File: src/rtl/serial_subtractor.sv
// Bit-serial subtractor: a - b - bin, one full-subtractor cell, LSB first, WIDTH+1 cycle latency.
// start/busy/done handshake; diff and borrow are registered and held until the next result.
`timescale 1ns/1ps
module serial_subtractor #(
  parameter int unsigned WIDTH = 8
) (
  input  logic             clk,
  input  logic             rst,
  input  logic             start,
  input  logic [WIDTH-1:0] a,
  input  logic [WIDTH-1:0] b,
  input  logic             bin,
  output logic             busy,
  output logic             done,
  output logic [WIDTH-1:0] diff,
  output logic             borrow
);

  localparam int unsigned CntW = $clog2(WIDTH);
  localparam logic [CntW-1:0] LastBit = CntW'(WIDTH - 1);

  typedef enum logic [1:0] {
    StIdle = 2'd0,
    StRun  = 2'd1,
    StDone = 2'd2
  } state_e;

  state_e          state;
  logic [WIDTH-1:0] a_sr;
  logic [WIDTH-1:0] b_sr;
  logic             br;
  logic [CntW-1:0]  cnt;

  logic             x;
  logic             y;
  logic             d;
  logic             br_next;
  logic [WIDTH-1:0] a_shift;

  // Full-subtractor cell; the minuend register doubles as the result register,
  // so difference bits enter at the MSB as minuend bits leave at the LSB.
  always_comb begin
    x       = a_sr[0];
    y       = b_sr[0];
    d       = x ^ y ^ br;
    br_next = (~x & y) | (~(x ^ y) & br);
    a_shift = {d, a_sr[WIDTH-1:1]};
  end

  always_ff @(posedge clk or posedge rst) begin
    if (rst) begin
      state  <= StIdle;
      a_sr   <= '0;
      b_sr   <= '0;
      br     <= 1'b0;
      cnt    <= '0;
      busy   <= 1'b0;
      done   <= 1'b0;
      diff   <= '0;
      borrow <= 1'b0;
    end else begin
      done <= 1'b0;
      case (state)
        StIdle, StDone: begin
          if (start) begin
            a_sr  <= a;
            b_sr  <= b;
            br    <= bin;
            cnt   <= '0;
            busy  <= 1'b1;
            state <= StRun;
          end else begin
            busy  <= 1'b0;
            state <= StIdle;
          end
        end
        StRun: begin
          a_sr <= a_shift;
          b_sr <= {1'b0, b_sr[WIDTH-1:1]};
          br   <= br_next;
          if (cnt == LastBit) begin
            diff   <= a_shift;
            borrow <= br_next;
            busy   <= 1'b0;
            done   <= 1'b1;
            state  <= StDone;
          end else begin
            cnt <= cnt + 1'b1;
          end
        end
        default: begin
          busy  <= 1'b0;
          state <= StIdle;
        end
      endcase
    end
  end

endmodule

File: config.mk
export PLATFORM = sky130hd
export DESIGN_NAME = serial_subtractor
export DESIGN_NICKNAME = d
export VERILOG_FILES = /design/src/rtl/serial_subtractor.sv
export SDC_FILE = /design/constraint.sdc
export NUM_CORES = 1
export LEC_CHECK = 0
export BUFFER_PORTS_ARGS = -buffer_cell sky130_fd_sc_hd__buf_2
export CORE_ASPECT_RATIO = 0.7
export CORE_MARGIN = 2
export CORE_UTILIZATION = 56
export CTS_CLUSTER_SIZE = 25
export DETAILED_ROUTE_END_ITERATION = 6
export PLACE_DENSITY = 0.89
export SYNTH_ARGS = -nofsm -noshare
export SYNTH_HDL_FRONTEND = slang
export SYNTH_SLANG_ARGS = --single-unit
export TNS_END_PERCENT = 100
File: constraint.sdc
create_clock -name clk -period 2.2 [get_ports clk]
set_input_delay 0.22 -clock clk [delete_from_list [all_inputs] [get_ports clk]]
set_output_delay 0.22 -clock clk [all_outputs]
set_load 0.03 [all_outputs]
==> out/metrics.cfg <==
[floorplanning]
die_area_um2 = 2900
start_util_pct = 57.9
io_pins = 31
coreArea_um2 = 2400
die_h_um = 45.7
row_count = 15
dieWidth_um = 63.6

[worst_setup_path]
cp_data_required_time_ns = 2.47
crit_path_end_kind = register
worstPathArrival_ns = 1.96
start_kind = register
critPathMaxFanout = 17
path_class = register to register

[synth]
yosysSeqAreaShare_pct = 57.6
async_flop_share_pct = 100
synth_nets = 153
syn_inst = 130
syn-cell-area_um2 = 1390
synth_area_leaders = dfrtp_1, o22ai_1, a21oi_1
yosysTopAreaCellShare_pct = 57.6
syn_area_per_cell_um2 = 10.7
synth.most_common_cell = dfrtp_1
yosysTopAreaCell = dfrtp_1
ys_warn_count = 0
synth.distinct_cells = 23
synth_top_cells_by_count = dfrtp_1, inv_1, a21oi_1
ys.flop_type = dfrtp_1
ys_ff_latch = 32
synth_edf_count = 0

[outcome]
status = finished clean

[route]
ant_nets = 0
via_per_inst = 5.52
drtPass1Iterations = 5
wl_per_cell_um = 13.4
drt_iter0_markers = 24
drc = 0
finalWirelength_um = 2650
vias = 1087

[timing]
setup-tns-final_ns = 0
slew_violations = 0
fin_skew_ns = 0.00838
min_period_ns = 1.69
min_period_over_period_pct = 77.0
fmax_mhz = 590
slew_headroom_pct = 57.2
worst_pin_slew_ns = 0.641
hold_viol_final = 0
finalSetupViolCount = 0
rsz0062_at_grt = false

[power_and_ir_drop]
p_sw_mw = 0.992
switching_share_pct = 40.1
peakVddDrop_mv = 0.864
combinationalPowerShare_pct = 39.9
power_density_nw_per_um2 = 1510
seq_power_share_pct = 42.4
clock_power_share_pct = 17.7
leakagePower_nw = 0.851
p_total_mw = 2.47
p_int_mw = 1.48

[grt]
antenna_found_initial = 0
grt_pass1_wl_um = 4420
grt_usage_pct = 20.9
gr-total-overflow = 0
grt_pass1_vias = 979
grt_max_degree = 33

[cells_and_area]
final_core_util_pct = 68.0
antenna_cells = 0
nets = 185
drive_above_1_share_pct = 23.9
area_growth_pct = 17.6

[job]
drv_cap = 0

[clocking]
insertion_delay_ns = 0.33
clockBufferDepth = 2
cts_max_level = 2
clk_pin_slew_ns = 0.10
cts_tree = built
clock-sinks = 32
cts_setup_buffers = 0
root_buffer = clkbuf_4
cts_buffers = 5

[placed_design]
hpwl_um = 1880
gp_congestion = 0.809
numPortBuffers = 30

[min_path]
hold_class = primary input to register

[critical path: stages, from the launching register on]
cell and delay (ns):
dfrtp_1 0.66, nand2b_1 0.59, o22ai_1 0.22, a21oi_1 0.15
[power groups by stage]
| stage | sequential (mW) | clock [mW] | combinational [mW] |
|---|---|---|---|
| floorplan | 1.17 | 0 | 0.629 |
| global placement | 1.04 | 0 | 0.946 |
| CTS | 1.05 | 0.444 | 0.999 |
| detailed placement | 1.06 | 0 | 0.994 |
| global route | 1.09 | 0.475 | 1.10 |
| finish | 1.05 | 0.438 | 0.987 |
[cells in the final DEF, fill, tap and decap left out, types with 3 or more instances in the layout]
cell type / instances
a211oi_1: 3
a21oi_1: 16
buf_2: 30
clkbuf_4: 5
dfrtp_1: 32
inv_1: 18
mux2_1: 4
mux2i_1: 3
nand2_1: 9
nand3_1: 4
nor2b_1: 3
o21ai_1: 5
o22ai_1: 13
[cell type report]
class / instances / area (um^2)
well taps: 34 / 42.5
multi-input cells: 73 / 479
repair buffers: 32 / 168
inverters: 18 / 67.6
clock buffers: 6 / 41.3
fillers: 214 / 768
clock inverters: 2 / 35.0
flip-flops and latches: 32 / 801
[path summary, 6_finish.rpt]
path | start | end | slack [ns] | cells past startpoint
setup / recovery | state[0]$_DFFE_PP0P_ | a_sr[2]$_DFFE_PP0P_ | 0.51 | 3
min in group asynchronous | rst | b_sr[7]$_DFFE_PP0P_ | 0.50 | 4
max in group asynchronous | rst | diff[4]$_DFFE_PP0P_ | 1.42 | 4
hold reg to reg | diff[2]$_DFFE_PP0P_ | diff[2]$_DFFE_PP0P_ | 0.49 | 2
setup reg to reg | state[0]$_DFFE_PP0P_ | a_sr[2]$_DFFE_PP0P_ | 0.51 | 3
hold / removal | b[7] | b_sr[7]$_DFFE_PP0P_ | 0.12 | 3
[logic make-up after synthesis]
family	count (synthesis)	synth area share (%)
flip-flops	32	57.6
adder cells (fa/ha/maj)	3	3.24
AND/OR/NAND/NOR	22	8.73
AO/OA/AOI/OAI	41	17.1
multiplexers	7	5.40
buffers and inverters	25	7.92
[repair_timing]
item	4_1_cts	5_1_grt
hold endpoints to repair	32	0
hold buffers	1	0
gates resized for setup	0	0
[state kept, by name (all words and copies together) (netlist names)]
signal  count
state       2
diff        8
b_sr        8
a_sr        8
borrow      1
br          1
done        1
cnt         3
[per-layer routing]
| layer | global-route usage [%] | up-vias | wire, um |
|---|---|---|---|
| met1 | 24.4 | 526 | 1190 |
| li1 | - | 520 | - |
| met2 | 36.4 | 34 | 1290 |
| met4 | 7.83 | 0 | 30 |
| met3 | 7.67 | 7 | 132 |
| met5 | 0 | - | 0 |
[through the flow]
| step | hold slack [ns] | cell area, um^2 | cells | setup WS [ns] |
|---|---|---|---|---|
| after floorplan | 0.336 | 1390 | 130 | 0.741 |
| after global placement | 0.307 | 1550 | 188 | 0.675 |
| after detailed placement | 0.324 | 1550 | 188 | 0.583 |
| after CTS | 0.108 | 1630 | 197 | 0.544 |
| after global routing | 0.109 | 1630 | 197 | 0.399 |
| final | 0.121 | 1630 | 197 | 0.506 |
Power figures use the tool's default switching activity.
